===== src/rtl/ex_muldiv_stage.sv =====
// ex_muldiv_stage: execute stage with single-cycle ALU, destination select,
// and an iterative multiply/divide unit that owns the HI/LO registers.
// MULT/MULTU/DIV stall the upstream pipeline while the unit iterates.
// Optional build macro MD_FAST_MULT_EN: MULT/MULTU use a single-cycle
// multiplier and finish at the issue edge; DIV stays iterative.

module ex_muldiv_stage #(
  parameter int MD_CYCLES = 32
) (
  input  logic        clock,
  input  logic        reset,
  input  logic        EX_Valid,
  input  logic [3:0]  EX_ALUOp,
  input  logic [31:0] EX_RS,
  input  logic [31:0] EX_RT,
  input  logic [31:0] EX_Imm,
  input  logic        EX_ALUSrc,
  input  logic        EX_RegDst,
  input  logic [4:0]  EX_RD,
  input  logic [4:0]  EX_RT_Addr,
  output logic [31:0] EX_ALUResult,
  output logic        EX_Zero,
  output logic [4:0]  EX_WriteReg,
  output logic        EX_Stall,
  output logic [31:0] EX_HI,
  output logic [31:0] EX_LO
);

  localparam logic [3:0] OP_ADD   = 4'd0;
  localparam logic [3:0] OP_SUB   = 4'd1;
  localparam logic [3:0] OP_AND   = 4'd2;
  localparam logic [3:0] OP_OR    = 4'd3;
  localparam logic [3:0] OP_XOR   = 4'd4;
  localparam logic [3:0] OP_NOR   = 4'd5;
  localparam logic [3:0] OP_SLT   = 4'd6;
  localparam logic [3:0] OP_SLTU  = 4'd7;
  localparam logic [3:0] OP_SLL   = 4'd8;
  localparam logic [3:0] OP_SRL   = 4'd9;
  localparam logic [3:0] OP_SRA   = 4'd10;
  localparam logic [3:0] OP_MULT  = 4'd11;
  localparam logic [3:0] OP_MULTU = 4'd12;
  localparam logic [3:0] OP_DIV   = 4'd13;
  localparam logic [3:0] OP_MFHI  = 4'd14;
  localparam logic [3:0] OP_MFLO  = 4'd15;

  // The counter is 5 bits; the last BUSY step happens when it reaches zero.
  localparam logic [4:0] LAST_COUNT = 5'(MD_CYCLES - 1);

  typedef enum logic [1:0] {
    IDLE,
    BUSY,
    DONE
  } md_state_e;

  md_state_e   state_q, state_d;
  logic [4:0]  count_q, count_d;
  logic [31:0] hi_q, hi_d;
  logic [31:0] lo_q, lo_d;
  logic [63:0] acc_q, acc_d;
  logic [31:0] opnd_q, opnd_d;
  logic        is_div_q, is_div_d;
  logic        neg_res_q, neg_res_d;
  logic        neg_rem_q, neg_rem_d;
  logic        div_zero_q, div_zero_d;

  logic [31:0] b_operand;
  logic [31:0] alu_result;
  logic        is_md_op;
  logic        md_start;
  logic        signed_op;
  logic [31:0] mag_a;
  logic [31:0] mag_b;
  logic [63:0] step_next;
  logic [31:0] fix_hi;
  logic [31:0] fix_lo;

`ifdef MD_FAST_MULT_EN
  logic [63:0] fast_a;
  logic [63:0] fast_b;
  logic [63:0] fast_prod;

  // Sign-extend for MULT so the low 64 bits of the product are correct for both flavours.
  always_comb begin
    fast_a    = {{32{(EX_ALUOp == OP_MULT) & EX_RS[31]}}, EX_RS};
    fast_b    = {{32{(EX_ALUOp == OP_MULT) & b_operand[31]}}, b_operand};
    fast_prod = fast_a * fast_b;
  end
`endif

  assign b_operand = EX_ALUSrc ? EX_Imm : EX_RT;
  assign is_md_op  = (EX_ALUOp == OP_MULT) || (EX_ALUOp == OP_MULTU) || (EX_ALUOp == OP_DIV);
  assign md_start  = EX_Valid && is_md_op;
  assign signed_op = (EX_ALUOp == OP_MULT) || (EX_ALUOp == OP_DIV);
  assign mag_a     = (signed_op && EX_RS[31]) ? (32'd0 - EX_RS) : EX_RS;
  assign mag_b     = (signed_op && b_operand[31]) ? (32'd0 - b_operand) : b_operand;

  // Single-cycle ALU; MD ops report zero because they never write the register file.
  always_comb begin
    alu_result = 32'd0;
    case (EX_ALUOp)
      OP_ADD:  alu_result = EX_RS + b_operand;
      OP_SUB:  alu_result = EX_RS - b_operand;
      OP_AND:  alu_result = EX_RS & b_operand;
      OP_OR:   alu_result = EX_RS | b_operand;
      OP_XOR:  alu_result = EX_RS ^ b_operand;
      OP_NOR:  alu_result = ~(EX_RS | b_operand);
      OP_SLT:  alu_result = {31'd0, $signed(EX_RS) < $signed(b_operand)};
      OP_SLTU: alu_result = {31'd0, EX_RS < b_operand};
      OP_SLL:  alu_result = EX_RT << b_operand[4:0];
      OP_SRL:  alu_result = EX_RT >> b_operand[4:0];
      OP_SRA:  alu_result = $signed(EX_RT) >>> b_operand[4:0];
      OP_MFHI: alu_result = hi_q;
      OP_MFLO: alu_result = lo_q;
      default: alu_result = 32'd0;
    endcase
  end

  // One iteration: shift-add for multiply, restoring subtract for divide.
  // Multiply keeps {partial product, remaining multiplier} in acc; divide keeps {remainder, dividend/quotient}.
  always_comb begin
    logic [32:0] mul_sum;
    logic [32:0] div_shift;
    logic [32:0] div_diff;
    mul_sum   = acc_q[0] ? ({1'b0, acc_q[63:32]} + {1'b0, opnd_q}) : {1'b0, acc_q[63:32]};
    div_shift = {acc_q[63:32], acc_q[31]};
    div_diff  = div_shift - {1'b0, opnd_q};
    step_next = {mul_sum, acc_q[31:1]};
    if (is_div_q) begin
      if (!div_diff[32]) begin
        step_next = {div_diff[31:0], acc_q[30:0], 1'b1};
      end else begin
        step_next = {div_shift[31:0], acc_q[30:0], 1'b0};
      end
    end
  end

  // Sign fix-up applied to the final step before it lands in HI/LO.
  always_comb begin
    logic [63:0] prod;
    logic [31:0] quot;
    logic [31:0] rem;
    prod   = neg_res_q ? (64'd0 - step_next) : step_next;
    quot   = neg_res_q ? (32'd0 - step_next[31:0]) : step_next[31:0];
    rem    = neg_rem_q ? (32'd0 - step_next[63:32]) : step_next[63:32];
    fix_hi = prod[63:32];
    fix_lo = prod[31:0];
    if (is_div_q) begin
      fix_hi = rem;
      fix_lo = div_zero_q ? 32'hFFFF_FFFF : quot;
    end
  end

  // Multiply/divide sequencer: latch magnitudes at issue, iterate in BUSY, retire through DONE.
  always_comb begin
    state_d    = state_q;
    count_d    = count_q;
    hi_d       = hi_q;
    lo_d       = lo_q;
    acc_d      = acc_q;
    opnd_d     = opnd_q;
    is_div_d   = is_div_q;
    neg_res_d  = neg_res_q;
    neg_rem_d  = neg_rem_q;
    div_zero_d = div_zero_q;
    case (state_q)
      IDLE: begin
        if (md_start) begin
          state_d    = BUSY;
          count_d    = LAST_COUNT;
          is_div_d   = (EX_ALUOp == OP_DIV);
          neg_res_d  = signed_op && (EX_RS[31] ^ b_operand[31]);
          neg_rem_d  = (EX_ALUOp == OP_DIV) && EX_RS[31];
          div_zero_d = (EX_ALUOp == OP_DIV) && (b_operand == 32'd0);
          acc_d      = (EX_ALUOp == OP_DIV) ? {32'd0, mag_a} : {32'd0, mag_b};
          opnd_d     = (EX_ALUOp == OP_DIV) ? mag_b : mag_a;
`ifdef MD_FAST_MULT_EN
          if (EX_ALUOp != OP_DIV) begin
            state_d = DONE;
            count_d = 5'd0;
            hi_d    = fast_prod[63:32];
            lo_d    = fast_prod[31:0];
          end
`endif
        end
      end
      BUSY: begin
        acc_d   = step_next;
        count_d = count_q - 5'd1;
        if (count_q == 5'd0) begin
          count_d = 5'd0;
          hi_d    = fix_hi;
          lo_d    = fix_lo;
          state_d = DONE;
        end
      end
      DONE: begin
        state_d = IDLE;
      end
      default: begin
        state_d = IDLE;
      end
    endcase
  end

  // Sequencer and HI/LO registers; reset discards any partial result.
  always_ff @(posedge clock or posedge reset) begin
    if (reset) begin
      state_q    <= IDLE;
      count_q    <= 5'd0;
      hi_q       <= 32'd0;
      lo_q       <= 32'd0;
      acc_q      <= 64'd0;
      opnd_q     <= 32'd0;
      is_div_q   <= 1'b0;
      neg_res_q  <= 1'b0;
      neg_rem_q  <= 1'b0;
      div_zero_q <= 1'b0;
    end else begin
      state_q    <= state_d;
      count_q    <= count_d;
      hi_q       <= hi_d;
      lo_q       <= lo_d;
      acc_q      <= acc_d;
      opnd_q     <= opnd_d;
      is_div_q   <= is_div_d;
      neg_res_q  <= neg_res_d;
      neg_rem_q  <= neg_rem_d;
      div_zero_q <= div_zero_d;
    end
  end

  assign EX_ALUResult = alu_result;
  assign EX_Zero      = (alu_result == 32'd0);
  assign EX_WriteReg  = EX_RegDst ? EX_RD : EX_RT_Addr;
  assign EX_Stall     = !reset && (((state_q == IDLE) && md_start) || (state_q == BUSY));
  assign EX_HI        = hi_q;
  assign EX_LO        = lo_q;

endmodule


===== config.mk =====
export PLATFORM = sky130hd
export DESIGN_NAME = ex_muldiv_stage
export DESIGN_NICKNAME = d
export VERILOG_FILES = /design/src/rtl/ex_muldiv_stage.sv
export SDC_FILE = /design/constraint.sdc
export NUM_CORES = 1
export LEC_CHECK = 0
export ABC_AREA = 1
export CORE_UTILIZATION = 35
export DETAILED_ROUTE_END_ITERATION = 7
export PLACE_DENSITY_LB_ADDON = 0.08
export SYNTH_ARGS = -nofsm -noshare
export SYNTH_HDL_FRONTEND = slang
export SYNTH_SLANG_ARGS = --single-unit

===== constraint.sdc =====
create_clock -name clock -period 7.7 [get_ports clock]
set_input_delay 1.155 -clock clock [delete_from_list [all_inputs] [get_ports clock]]
set_output_delay 1.155 -clock clock [all_outputs]
set_load 0.05 [all_outputs]

After elaboration in Yosys (flattened, before gate mapping)
Index checks and enable logic that the tools add are counted.
{"block": "totals", "wordCells": 95, "out_inout_bits": 103, "ff_bits": 171}
{"block": "op_classes", "bitwise_logic": 5, "shift": 3, "reduce_logical": 23, "order_cmp": 2, "n_addsub": 10, "n_eq_ne": 18, "n_mux": 24}
{"op": "$pmux W32 S13", "n": 1}
{"op": "$mux W32", "n": 10}
{"op": "$mux W64", "n": 4}
{"op": "$pmux W64 S2", "n": 1}
{"op": "$sub A1 B32 Y32 const A", "n": 4}
{"op": "$logic_not A32 Y1", "n": 2}
{"op": "$lt A32 B32 Y1", "n": 2}
{"op": "$sub A1 B64 Y64 const A", "n": 1}
{"op": "$add A32 B32 Y33", "n": 1}
{"op": "$mux W33", "n": 1}
{"op": "$sub A33 B32 Y33", "n": 1}
{"op": "$add A32 B32 Y32", "n": 1}
{"op": "$and A32 B32 Y32", "n": 1}
{"op": "$eq A4 B4 Y1 const B", "n": 8}
{"op": "$not A32 Y32", "n": 1}
{"op": "$or A32 B32 Y32", "n": 1}
{"op": "$shl A32 B5 Y32", "n": 1}
{"op": "$shr A32 B5 Y32", "n": 1}
{"op": "$sshr A32 B5 Y32", "n": 1}
{"op": "$sub A32 B32 Y32", "n": 1}
{"op": "$xor A32 B32 Y32", "n": 1}
{"op": "$eq A4 B3 Y1 const B", "n": 4}
{"op": "$mux W5", "n": 3}
{"op": "$pmux W5 S2", "n": 1}
{"op": "other kinds (16)", "n": 32}

Depth between registers and ports, before layout
{"block": "depth", "ltp_word": 7, "depth_mapped": 36, "ltp_nobuf": 36}

Least setup slack after synthesis
Ideal clock, no wire load.
{"block": "synth_path", "path_kind": "input to output", "start": "input port EX_ALUSrc", "end": "output port EX_Zero", "t_required_ps": 6545, "t_arrival_ps": 5432, "setup_slack_ps": 1113, "n_path_buf": 3, "stages": 21, "path_cell_list": "buf_6 > o21ai_2 > buf_2 > buf_1 > ha_1 > inv_1 > nand2_1 > o21ai_0 > a21oi_1 > nor2_1 > nor2_1 > o21ai_0 > a31oi_1 > or2_2 > nand3_1 > nand3_1 > nor2_1 > nand2_1 > nor2_1 > nand2_1 > nor2_1"}
{"block": "synth_via", "elab_chain_cells": 5}
{"element": "start: declaration", "line": "17", "text": "input logic EX_ALUSrc,"}
{"element": "$mux W32 (*)", "line": "90", "text": "assign b_operand = EX_ALUSrc ? EX_Imm : EX_RT;"}
{"element": "branches (longest 2 deep; another with $sub A32 B32 Y32)"}
{"element": "$pmux W32 S13 (*)", "line": "100", "text": "case (EX_ALUOp)"}
{"element": "via EX_ALUResult[17]", "line": "21", "text": "output logic [31:0] EX_ALUResult,"}
{"element": "$logic_not A32 Y1 (*)", "line": "233", "text": "assign EX_Zero = (alu_result == 32'd0);"}
{"element": "end: declaration", "line": "22", "text": "output logic EX_Zero,"}
Mark *: on every way through the listed nets, which the timed path passes.

Worst setup path in the final report
{"block": "layout_path", "start": "input port EX_ALUSrc", "end": "output port EX_Zero"}
{"block": "layout_via", "elab_chain_cells": 5}
{"element": "$mux W32 (*)", "line": "90"}
{"element": "branches (longest 2 deep; another with $sub A32 B32 Y32)"}
{"element": "$pmux W32 S13 (*)", "line": "100"}
{"element": "$logic_not A32 Y1 (*)", "line": "233"}
Mark *: on every way between the ends.

==> impl_results.md <==
* Synth Area in Simple Gates at 34.8%
* Mapped Area at 0.0264 mm^2
* GRT Util Overall at 41.5%
* Global-route wire length before repair at 230 mm
* Io pins at 218
* Clk_lat worst skew at 0.50 ns
* Period utilization at 95.2%
* Sequential fraction of the synthesis area at roughly 16%
* Largest family of logic cells by synthesized area: simple AND/OR/NAND/NOR gates
* Antenna violations before repair at 8
* Vias in the first global route at ~32k
* Syn_nets at a little under 5k
* Layout Nets at 5,039
* Root Driver: clkbuf_16
* Die Ht at 277 um
* Die area at approximately 0.076 mm^2
* Hold Path Depth at 2
* PD cells at 425 mW/mm^2
* Yosys top cell area share at between 10% and 20%
* Routed Antenna Nets at 0
* Hold path start: acc_q[22]$_DFFE_PP0P_
* Initial Utilization at a little over a third
* Util after Layout at 41.2%
* CP startpoint: EX_ALUSrc
* H-tree lvl count at 4
* Clock sink count at 171
* Cts repair resizes at 0
* Crit path launch type: input port
* Post-Synth XOR/XNOR Area at about 3.5%
* Min-Delay Path Class: flip-flop to flip-flop
* Share of layout cells above drive strength 1 at 7.14%
* Synth Flop Type: dfrtp_1
* Synth cell types at 63
* Number of vias per cell at 5.77
* Commonest non-fill, non-tap cell in the layout: nand2_1
* Worst slack, placed at 0.513 ns
* Final hold violation count at 0
* Clock Tree Buf Depth at 2
* CP Class: input port to output pin
* Hold bufs inserted after CTS at 0
* Reg2reg start: opnd_q[0]$_DFFE_PP0P_
* Reg2reg setup slack at 1.19 ns
* Clk_skew at a little over 0.03 ns
* Worst reg2reg endpoint: EX_HI[30]$_DFFE_PP0P_
* Wire length per cell at around 28 um
* Post-Syn Area per Cell at 5.75 um^2
* Rows at 100
* Top post-synthesis cells by area: nand2_1 (17%), dfrtp_1 (16%), inv_1 (9.4%)
* Fin Hold WS at 0.511 ns
* Crit path DAT at around 6.2 ns
* Max FO, Critical Path at 15
* Post-CTS setup buffer count at 0
* 1st-pass router iterations at 8
* Num CTS Buffers at 17
* CTS tree: done
* Top cell type by total area after synthesis: nand2_1
* Cells on worst reg2reg path at 30
* Worst path slowest cell: nor4_1
* Largest net degree at the start of global routing at 112
* Status: finished, final reports clean
* DP HPWL at 136 mm
* Core Area at 0.0744 mm^2
* Critical path required time at ~6.6 ns
* Hold endpoint: acc_q[22]$_DFFE_PP0P_
* Yosys Warn Count at 0
* Port buffer count at 217
* VDD IR max at 0.000212 V
* # DRC at 0
* Worst Setup End Kind: output pin
* Cells after Synth at 4,585
* Post-synth EDFFs at 0
* Synth-to-layout area growth at 16.4%
* Post-synthesis register bit count at 171
* Pleak at 15.0 nW
* Leading cell types in the layout, fill and taps excluded: nand2_1 (1,217), inv_1 (659), nor2_1 (439)
* Vias at 33.1k
* Mux cell area share after synthesis at 0.972%
* Slew @ Worst Pin at between 1 and 1.5 ns
* RSZ-0062 raised after global routing: false
* Max Transition Viols Final at 0
* Async SR Flop Fraction at 100%
* Minimum clock period at 7.33 ns
* Fmax at 0.136 GHz
* Endpoints failing setup at 0
* Final setup margin at 0.367 ns
* Worst-path clk slew at approximately 0.080 ns
* Iter 0 DRT Violations at about 3.4k
* Die W at 277 um
* Slew margin rel. at 20.0%
* Global route total overflow at 0
* Total wire length at roughly 160 mm
* Most used cell, CP: nand3_1
* Compound-Gate Fraction of Synth Area at 23.5%
* Fillcell total at 8,425
* Final setup TNS at 0 ns
* Post-Synth Adder-Cell Area at 8.27%
* Max_cap viols at 0
* GPL Wtd Cong at 1.13
* CP Cell Sequence: clkdlybuf4s50_1, inv_1, buf_4, or2_2, o21ai_0, ha_1, buf_4, nand2_1, nor4_1, nand3_1, nand3_1, nand3_1, o211ai_1, a21oi_1, o21ai_0, nand3_1, nor2_1, nand2_1, nor2_1, nand2_1, nor2_1, buf_12
* CP peak stage delay at 0.60 ns
==> synthesized netlist by cell type, drive strengths merged (26+ instances only) <==
library cell and instances:
nor3 42, o22ai 72, xor2 89, dfrtp 171, inv 681, nand3 295, o221ai 34, a31oi 30
nand2 1247, o211ai 45, or2 56, nor2 474, o2111ai 26, buf 59, a21oi 263, o21ai 458
nand4 49, clkbuf 119, ha 168
==> kinds of logic (layout without fill, tap and decap cells) <==
logic type,count (synthesis),after routing
other,0,6
and+or+nand+nor,2188,2188
muxes,25,25
xor gates and xnor gates,104,104
buffers and inverters,868,1047
AOI/OAI and AO/OA,1057,1057
DFF,171,171
adders and majority gates,172,172
==> metal layers <==
layer / GRT usage [%] / wire (um)
met2: 68.3 / 74000
met4: 34.3 / 15200
met1: 47.8 / 61800
met3: 6.15 / 10800
met5: 0 / 39
==> power breakdown <==
group / switching, mW / internal (mW)
sequential: 0.695 / 1.35
clock: 0.475 / 0.498
combinational: 7.12 / 2.92
total: 8.29 / 4.76
==> area by class of cell <==
class                           instances  area (um^2)  share of cell area (%)
Antenna cell                            6         15.0                  0.0489
Clock buffer                           17          425                    1.39
Clock inverter                         14          203                   0.660
Inverter                              690         2600                    8.46
Multi-Input combinational cell       3546        18800                    61.2
Sequential cell                       171         4280                    14.0
Tap cell                              969         1210                    3.95
Timing Repair Buffer                  326         3180                    10.4
==> flip-flops by register name (all words and copies together), names as in the netlist <==
signal,cells
is_div_q,1
state_q,2
acc_q,64
EX_LO,32
neg_res_q,1
opnd_q,32
neg_rem_q,1
div_zero_q,1
EX_HI,32
count_q,5
==> metrics by stage <==
stage | instances | power (mW) | instance area [um^2]
finish | 5739 | 13.0 | 30700
global route | 5735 | 14.0 | 30700
CTS | 5733 | 12.8 | 30700
detailed placement | 5702 | 11.8 | 30000
global placement | 5702 | 11.8 | 30000
floorplan | 4585 | 8.22 | 26400
==> worst max path at each step <==
stage | endpoint | cells after the start
CTS | EX_Zero | 22
floorplan | EX_Zero | 21
global route | EX_Zero | 22
finish | EX_Zero | 22
detailed placement | EX_Zero | 22
global placement | EX_Zero | 22
==> worst max-delay path, delay by kind of cell <==
kind | cells | cell delay, ns
AO/OA/AOI/OAI | 4 | 0.76
adder cells (fa/ha/maj) | 1 | 0.50
buffers and inverters | 5 | 1.42
AND/OR/NAND/NOR | 12 | 2.32
(Power assumes the default switching activity.)
